File: config.mk
export PLATFORM = sky130hd
export DESIGN_NAME = cic_tc_sequencer_flat
export DESIGN_NICKNAME = d
export VERILOG_FILES = /design/src/rtl/cic_tc_sequencer_pkg.sv /design/src/rtl/cic_tc_sequencer_if.sv /design/src/rtl/cic_tc_sequencer_tick_gen.sv /design/src/rtl/cic_tc_sequencer.sv /design/src/flat_wrapper.sv
export SDC_FILE = /design/constraint.sdc
export NUM_CORES = 1
export LEC_CHECK = 0
export CAP_MARGIN = 20
export CORE_ASPECT_RATIO = 0.75
export CORE_MARGIN = 5
export CORE_UTILIZATION = 49
export CTS_CLUSTER_SIZE = 14
export DETAILED_ROUTE_END_ITERATION = 16
export HOLD_SLACK_MARGIN = 0.06
export PLACE_DENSITY_LB_ADDON = 0.15
export SLEW_MARGIN = 10
export SYNTH_ARGS = -nofsm -noshare
export SYNTH_HDL_FRONTEND = slang
export SYNTH_SLANG_ARGS = --single-unit
File: constraint.sdc
create_clock -name CLK -period 2.8 [get_ports CLK]
set_input_delay 0.7 -clock CLK [delete_from_list [all_inputs] [get_ports CLK]]
set_output_delay 0.7 -clock CLK [all_outputs]
set_load 0.02 [all_outputs]
File: src/rtl/cic_tc_sequencer_pkg.sv
// cic_seq_pkg: shared types and helpers for the CIC time-constant sequencer.
package cic_seq_pkg;

    typedef enum logic [1:0] {
        ST_CLEAR  = 2'd0,
        ST_SETTLE = 2'd1,
        ST_RUN    = 2'd2
    } seq_state_t;

    // The settle counter must hold STAGES << (2**tc_w - 1) without wrapping.
    function automatic int settle_w(input int tc_w, input int stages);
        return ((1 << tc_w) - 1) + $clog2(stages + 1);
    endfunction

endpackage

File: src/rtl/cic_tc_sequencer_if.sv
// cic_tc_sequencer_if: TC request handshake and the registered filter output stream.
interface cic_tc_sequencer_if #(
    parameter int TC_W = 4,
    parameter int DW   = 32
);
    logic [TC_W-1:0]      tc_req;
    logic                 tc_req_valid;
    logic                 tc_req_ready;
    logic signed [DW-1:0] dout;
    logic                 dout_valid;
    logic                 settled;

    modport master (
        output tc_req, tc_req_valid,
        input  tc_req_ready, dout, dout_valid, settled
    );

    modport slave (
        input  tc_req, tc_req_valid,
        output tc_req_ready, dout, dout_valid, settled
    );
endinterface

File: src/rtl/cic_tc_sequencer_tick_gen.sv
// cic_tick_gen: programmable prescaler producing a one-CLK tick strobe.
// tick_div is the reload value (CLK cycles per tick minus one), sampled at each reload.
module cic_tick_gen #(
    parameter int DIV_W = 16
) (
    input  logic             CLK,
    input  logic             RST_N,
    input  logic             reload,
    input  logic [DIV_W-1:0] tick_div,
    output logic             tick
);

    logic [DIV_W-1:0] r_cnt;
    logic             r_tick;

    // Down-counter; strobe and reload at zero, forced reload (no strobe) on request.
    // The count is not loaded at reset: the sequencer resets into a state that forces a reload
    // before any tick can be issued, so the reset value is never observed.
    always_ff @(posedge CLK or negedge RST_N) begin
        if (!RST_N) begin
            r_cnt  <= '0;
            r_tick <= 1'b0;
        end else if (reload) begin
            r_cnt  <= tick_div;
            r_tick <= 1'b0;
        end else if (r_cnt == '0) begin
            r_cnt  <= tick_div;
            r_tick <= 1'b1;
        end else begin
            r_cnt  <= r_cnt - 1'b1;
            r_tick <= 1'b0;
        end
    end

    assign tick = r_tick;

endmodule

File: src/rtl/cic_tc_sequencer.sv
// cic_tc_sequencer: owns the CIC time constant, issues its tick strobe and clear, and turns
// the CIC output into a valid-qualified stream. A TC change flushes the filter and holds off
// output for STAGES << tc ticks.
// Build option: define CIC_GAIN_COMP_EN to arithmetic-shift each output sample right by
// STAGES*cic_tc (CIC gain normalisation). Timing is the same in both builds.
module cic_tc_sequencer
    import cic_seq_pkg::*;
#(
    parameter int DIV_W  = 16,
    parameter int TC_W   = 4,
    parameter int STAGES = 3,
    parameter int DW     = 32,
    parameter int TC_RST = 5
) (
    input  logic                 CLK,
    input  logic                 RST_N,
    input  logic [DIV_W-1:0]     tick_div,
    cic_tc_sequencer_if.slave    tc_if,
    output logic                 cic_tick,
    output logic [TC_W-1:0]      cic_tc,
    output logic                 cic_clear,
    input  logic signed [DW-1:0] cic_out
);

    localparam int SETTLE_W = settle_w(TC_W, STAGES);

    seq_state_t           r_state;
    logic [TC_W-1:0]      r_tc;
    logic [SETTLE_W-1:0]  r_settle;
    logic                 r_clear;
    logic                 r_ready;
    logic                 r_settled;
    logic signed [DW-1:0] r_dout;
    logic                 r_dout_valid;

    logic                 w_tick;
    logic                 w_accept;
    logic                 w_change;
    logic                 w_reload;
    logic                 w_capture;
    logic [SETTLE_W-1:0]  w_settle_load;
    logic signed [DW-1:0] w_dout_next;

    // r_ready is high exactly in RUN, so it doubles as the accept qualifier.
    assign w_accept      = r_ready && tc_if.tc_req_valid;
    assign w_change      = w_accept && (tc_if.tc_req != r_tc);
    // Reloading on the accept edge as well as in CLEAR keeps cic_tick low during CLEAR.
    assign w_reload      = (r_state == ST_CLEAR) || w_change;
    assign w_capture     = w_tick && (r_state == ST_RUN);
    assign w_settle_load = SETTLE_W'(STAGES) << r_tc;

`ifdef CIC_GAIN_COMP_EN
    assign w_dout_next = cic_out >>> (STAGES * int'(r_tc));
`else
    assign w_dout_next = cic_out;
`endif

    cic_tick_gen #(
        .DIV_W (DIV_W)
    ) u_tick_gen (
        .CLK      (CLK),
        .RST_N    (RST_N),
        .reload   (w_reload),
        .tick_div (tick_div),
        .tick     (w_tick)
    );

    // Flush-and-settle sequencer with registered clear/ready/settled outputs.
    always_ff @(posedge CLK or negedge RST_N) begin
        if (!RST_N) begin
            r_state   <= ST_CLEAR;
            r_tc      <= TC_W'(TC_RST);
            r_settle  <= '0;
            r_clear   <= 1'b1;
            r_ready   <= 1'b0;
            r_settled <= 1'b0;
        end else begin
            unique case (r_state)
                ST_CLEAR: begin
                    r_settle <= w_settle_load;
                    r_clear  <= 1'b0;
                    r_state  <= ST_SETTLE;
                end
                ST_SETTLE: begin
                    if (w_tick) begin
                        r_settle <= r_settle - 1'b1;
                        if (r_settle == SETTLE_W'(1)) begin
                            r_state   <= ST_RUN;
                            r_ready   <= 1'b1;
                            r_settled <= 1'b1;
                        end
                    end
                end
                ST_RUN: begin
                    if (w_change) begin
                        r_tc      <= tc_if.tc_req;
                        r_state   <= ST_CLEAR;
                        r_clear   <= 1'b1;
                        r_ready   <= 1'b0;
                        r_settled <= 1'b0;
                    end
                end
                default: begin
                    r_state   <= ST_CLEAR;
                    r_clear   <= 1'b1;
                    r_ready   <= 1'b0;
                    r_settled <= 1'b0;
                end
            endcase
        end
    end

    // Output register: one sample per tick issued in RUN, using the TC in force at that tick.
    always_ff @(posedge CLK or negedge RST_N) begin
        if (!RST_N) begin
            r_dout       <= '0;
            r_dout_valid <= 1'b0;
        end else begin
            r_dout_valid <= w_capture;
            if (w_capture) begin
                r_dout <= w_dout_next;
            end
        end
    end

    assign cic_tick           = w_tick;
    assign cic_tc             = r_tc;
    assign cic_clear          = r_clear;
    assign tc_if.tc_req_ready = r_ready;
    assign tc_if.settled      = r_settled;
    assign tc_if.dout         = r_dout;
    assign tc_if.dout_valid   = r_dout_valid;

endmodule

File: src/flat_wrapper.sv
// flat-port wrapper written by rule: the top's interface ports become plain ports
module cic_tc_sequencer_flat import cic_seq_pkg::*;
#(
    parameter int DIV_W  = 16,
    parameter int TC_W   = 4,
    parameter int STAGES = 3,
    parameter int DW     = 32,
    parameter int TC_RST = 5
)
  (CLK, RST_N, tick_div, cic_tick, cic_tc, cic_clear, cic_out, tc_if_tc_req, tc_if_tc_req_valid, tc_if_tc_req_ready, tc_if_dout, tc_if_dout_valid, tc_if_settled);
  cic_tc_sequencer_if #(.TC_W(TC_W), .DW(DW)) tc_if_i ();
  input  logic CLK;
  input  logic RST_N;
  input  logic [DIV_W-1:0] tick_div;
  output logic cic_tick;
  output logic [TC_W-1:0] cic_tc;
  output logic cic_clear;
  input  logic signed [DW-1:0] cic_out;
  input wire logic [$bits(tc_if_i.tc_req)-1:0] tc_if_tc_req;
  input wire logic [$bits(tc_if_i.tc_req_valid)-1:0] tc_if_tc_req_valid;
  output wire logic [$bits(tc_if_i.tc_req_ready)-1:0] tc_if_tc_req_ready;
  output wire logic [$bits(tc_if_i.dout)-1:0] tc_if_dout;
  output wire logic [$bits(tc_if_i.dout_valid)-1:0] tc_if_dout_valid;
  output wire logic [$bits(tc_if_i.settled)-1:0] tc_if_settled;
  assign tc_if_i.tc_req = tc_if_tc_req;
  assign tc_if_i.tc_req_valid = tc_if_tc_req_valid;
  assign tc_if_tc_req_ready = tc_if_i.tc_req_ready;
  assign tc_if_dout = tc_if_i.dout;
  assign tc_if_dout_valid = tc_if_i.dout_valid;
  assign tc_if_settled = tc_if_i.settled;
  cic_tc_sequencer #(.DIV_W(DIV_W), .TC_W(TC_W), .STAGES(STAGES), .DW(DW), .TC_RST(TC_RST)) u_core (.CLK(CLK), .RST_N(RST_N), .tick_div(tick_div), .tc_if(tc_if_i), .cic_tick(cic_tick), .cic_tc(cic_tc), .cic_clear(cic_clear), .cic_out(cic_out));
endmodule
==> summary.md <==
| Metric | Value |
|---|---|
| Result of the run | `complete, no violations` |
| Post-layout total power | `2.69 mW` |
| Most area-consuming cells after synthesis | `sky130_fd_sc_hd__dfrtp_1 47%, sky130_fd_sc_hd__mux2_2 13%, sky130_fd_sc_hd__a31oi_1 2.6%` |
| Arrival time at the worst endpoint | `about 1.6 ns` |
| Startpoint kind of the worst setup timing path | `register` |
| Total half-perimeter wirelength after legalization and detailed placement | `6730 µm` |
| Cell family with the largest share of critical-path delay | `buffers and inverters` |
| Number of placement rows | `28` |
| Worst min path class | `in -> async` |
| Chip Height | `86.6 µm` |
| Commonest register cell after synthesis | `sky130_fd_sc_hd__dfrtp_1` |
| Clock tree from TritonCTS | `done` |
| Pins Over Slew Limit | `0` |
| Mapped Avg Cell Area | `11.3 µm²` |
| Cell taking the most area after synthesis | `sky130_fd_sc_hd__dfrtp_1` |
| Number of H-tree levels | `3` |
| RSZ-0062 raised after global routing | `false` |
| Die area | `0.00972 mm²` |
| Root buffer selected by CTS | `sky130_fd_sc_hd__clkbuf_8` |
| Peak supply drop | `379 µV` |
| WP data required | `2.10 ns` |
| Critical Path, Cell by Cell | `clkdlybuf4s50_1` |
| Largest stage delay on the critical path | `between 0.6 and 0.7 ns` |
| Quantity of hold-fixing buffers added after cts | `0` |
| Commonest non-fill, non-tap cells in the layout | `94 x sky130_fd_sc_hd__clkdlybuf4s50_1, 72 x sky130_fd_sc_hd__dfrtp_1, 43 x sky130_fd_sc_hd__mux2_2` |
| I/O pin cnt | `96` |
| Synth top area share | `47.0%` |
| Final critical delay including setup and external delays | `2.31 ns` |
| Final-layout setup total negative slack | `0 ns` |
| Post-CTS Setup Inserts | `0` |
| Number of CTS-inserted buffers | `9` |
| Worst-margin pin slew | `0.606 ns` |
| Worst-path clk slew | `0.08 ns` |
| Crit-path slowest cell | `sky130_fd_sc_hd__clkdlybuf4s50_1` |
| Register-to-Register Path Depth | `3` |
| Share of layout cells above drive strength 1 | `19.8%` |
| Cells resized by post-CTS repair | `0` |
| Placer's final routability congestion estimate | `0.900` |
| Quantity of I/O buffers inserted on ports | `95` |
| Diode count | `0` |
| Placed Area | `0.00489 mm²` |
| First DRT Iteration DRCs | `126` |
| Count of maximum capacitance violations | `0` |
| Post-DRT Antenna Nets | `0` |
| Area of all placed cells without fillers | `0.00510 mm²` |
| Maximum buffer depth of the clock tree | `2` |
| Class of the most critical setup path | `reg -> out` |
| Die W | `112 µm` |
| Total via count in the routed design | `3096` |
| Relative slew slack | `59.3%` |
| Number of storage elements in the synthesis netlist | `75` |
| Grt ovf | `0` |
| Final setup violation count | `0` |
| Static leakage | `2.13 nW` |
| Worst clock skew on the final layout | `0.00524 ns` |
| Clk sink count | `75` |
| Number of antenna violations at the first check in global routing | `0` |
| Layout overhead on the synthesized area | `32.9%` |
| Wire per inst | `17.4 µm` |
| Kind of end point of the critical path | `primary output` |
| Post-route fraction of the period consumed by the critical path | `82.7%` |
| Detailed-route DRC error count | `0` |
| Cell variety after synth | `61` |
| Syn Inst Count | `339` |
| F_max | `between 400 and 500 MHz` |
| Wire length of the first global-routing pass | `16100 µm` |
| Critical path depth | `1` |
| Final net count | `496` |
| Post-synthesis net count | `400` |
| Total track usage | `20.8%` |
| Final Hold Vio Count | `0` |
| Sequential fraction of the synthesis area | `49.0%` |
| Power density over the cells | `around 530 mW/mm²` |
| Synth Cell Area | `between 0.003 and 0.004 mm²` |
| Fill count | `631` |
| Mean number of vias per cell | `5.69` |
| Crit-path max FO | `8` |
| Clock latency of the later-clocked register in the worst-skew pair | `0.34 ns` |
| Most frequent standard cell in the layout excluding fill and tap cells | `sky130_fd_sc_hd__clkdlybuf4s50_1` |
| Buffers and inverters on the worst path | `1` |
| Core Footprint | `0.00778 mm²` |
| First-pass iteration count of the detailed router | `4` |
| Async SR Flop Fraction | `100%` |
| Synthesis warning total | `0` |
| Starting utilization of the core area | `about half` |
| Post-detailed-routing wire length | `approximately 9500 µm` |
| Number of enable-type register cells in the synthesized netlist | `0` |
| Via count of the first global-routing pass | `~3200` |
| Pin count of the biggest net entering global routing | `76` |
-- worst paths after layout --
kind | slack [ns] | to | startpoint
max | 0.49 | cic_tc[2] | u_core.cic_tc[2]$_DFFE_PN1P_
min | 0.37 | u_core.tc_if.dout[26]$_DFFE_PN0P_ | RST_N
max reg2reg | 0.69 | u_core.r_state[1]$_DFFE_PN0P_ | u_core.u_tick_gen.tick$_DFF_PN0_
min reg2reg | 0.50 | u_core.cic_clear$_DFFE_PN1P_ | u_core.cic_clear$_DFFE_PN1P_
max in group asynchronous | 2.06 | u_core.cic_clear$_DFFE_PN1P_ | RST_N
min in group CLK | 0.50 | u_core.cic_clear$_DFFE_PN1P_ | u_core.cic_clear$_DFFE_PN1P_
-- cell usage after synthesis (3+ instances only) --
cell                       instances
sky130_fd_sc_hd__nand4_1           6
sky130_fd_sc_hd__o21ai_0          20
sky130_fd_sc_hd__xor2_1            4
sky130_fd_sc_hd__mux2_4            6
sky130_fd_sc_hd__nand3_1          10
sky130_fd_sc_hd__nor2b_1           3
sky130_fd_sc_hd__nand2_1          14
sky130_fd_sc_hd__nor4_2            3
sky130_fd_sc_hd__mux2_2           43
sky130_fd_sc_hd__nand2b_1          4
sky130_fd_sc_hd__nor2_1           13
sky130_fd_sc_hd__dfstp_2           3
sky130_fd_sc_hd__xnor2_1          10
sky130_fd_sc_hd__inv_1            14
sky130_fd_sc_hd__nor3_1            6
sky130_fd_sc_hd__clkbuf_1          9
sky130_fd_sc_hd__a31oi_1          16
sky130_fd_sc_hd__buf_2             3
sky130_fd_sc_hd__or3_1             3
sky130_fd_sc_hd__and3_1            4
sky130_fd_sc_hd__nor4_1            4
sky130_fd_sc_hd__dfrtp_1          72
sky130_fd_sc_hd__ha_1              6
sky130_fd_sc_hd__or4_1             4
sky130_fd_sc_hd__a21oi_1          10
sky130_fd_sc_hd__nor4b_1           4
sky130_fd_sc_hd__buf_1             3
-- report_power, final --
group | internal (mW) | total (mW) | leakage (nW) | switching (mW)
Clock | 0.500 | 0.892 | 0.0996 | 0.392
Sequential | 1.19 | 1.33 | 0.911 | 0.142
Combinational | 0.284 | 0.464 | 1.11 | 0.180
Total | 1.97 | 2.69 | 2.13 | 0.714
-- metrics by stage --
step | setup slack, ns | hold slack (ns) | utilization, % | cells
after floorplan | 0.816 | 0.404 | - | 339
after global routing | 0.415 | 0.394 | 65.6 | 544
after global placement | 0.394 | 0.487 | 62.9 | 529
after detailed placement | 0.366 | 0.493 | 62.9 | 529
final | 0.485 | 0.372 | 65.6 | 544
after CTS | 0.467 | 0.384 | 65.6 | 544
-- logic make-up (layout without fill, tap and decap cells) --
kind of cell / Yosys count / after routing / synth area share [%]
AOI/OAI and AO/OA: 70 / 70 / 12.0
xor gates and xnor gates: 14 / 14 / 3.20
adders and majority gates: 6 / 6 / 1.96
buffers and inverters: 33 / 133 / 4.08
DFF: 75 / 75 / 49.0
muxes: 50 / 50 / 15.2
and+or+nand+nor: 91 / 91 / 14.5
-- registers in the layout, indices dropped and copies added (netlist names) --
name / cells
u_core.tc_if.dout_valid: 1
u_core.tc_if.dout: 32
u_core.cic_tc: 4
u_core.r_settle: 17
u_core.tc_if.tc_req_ready: 1
u_core.u_tick_gen.tick: 1
u_core.cic_clear: 1
u_core.u_tick_gen.r_cnt: 16
u_core.r_state: 2
-- routing by layer --
layer | global-route usage, % | vias to the layer above | wire [µm] | part of all wire (%)
met5 | 0 | - | 0 | 0
met4 | 5.46 | 0 | 108 | 1.1
met1 | 27.8 | 1501 | 4240 | 45
met3 | 11.0 | 13 | 1120 | 12
met2 | 29.8 | 134 | 3980 | 42
li1 | - | 1448 | - | -
-- layout make-up --
class / count / area, µm² / share of cell area [%]
Clock buffer: 11 / 131 / 2.58
Clock inverter: 4 / 76.3 / 1.50
Inverter: 14 / 52.6 / 1.03
Multi-Input combinational cell: 231 / 1800 / 35.3
Sequential cell: 75 / 1880 / 36.9
Tap cell: 105 / 131 / 2.58
Timing Repair Buffer: 104 / 1030 / 20.1
No activity file was read; power rests on OpenSTA's default activity.
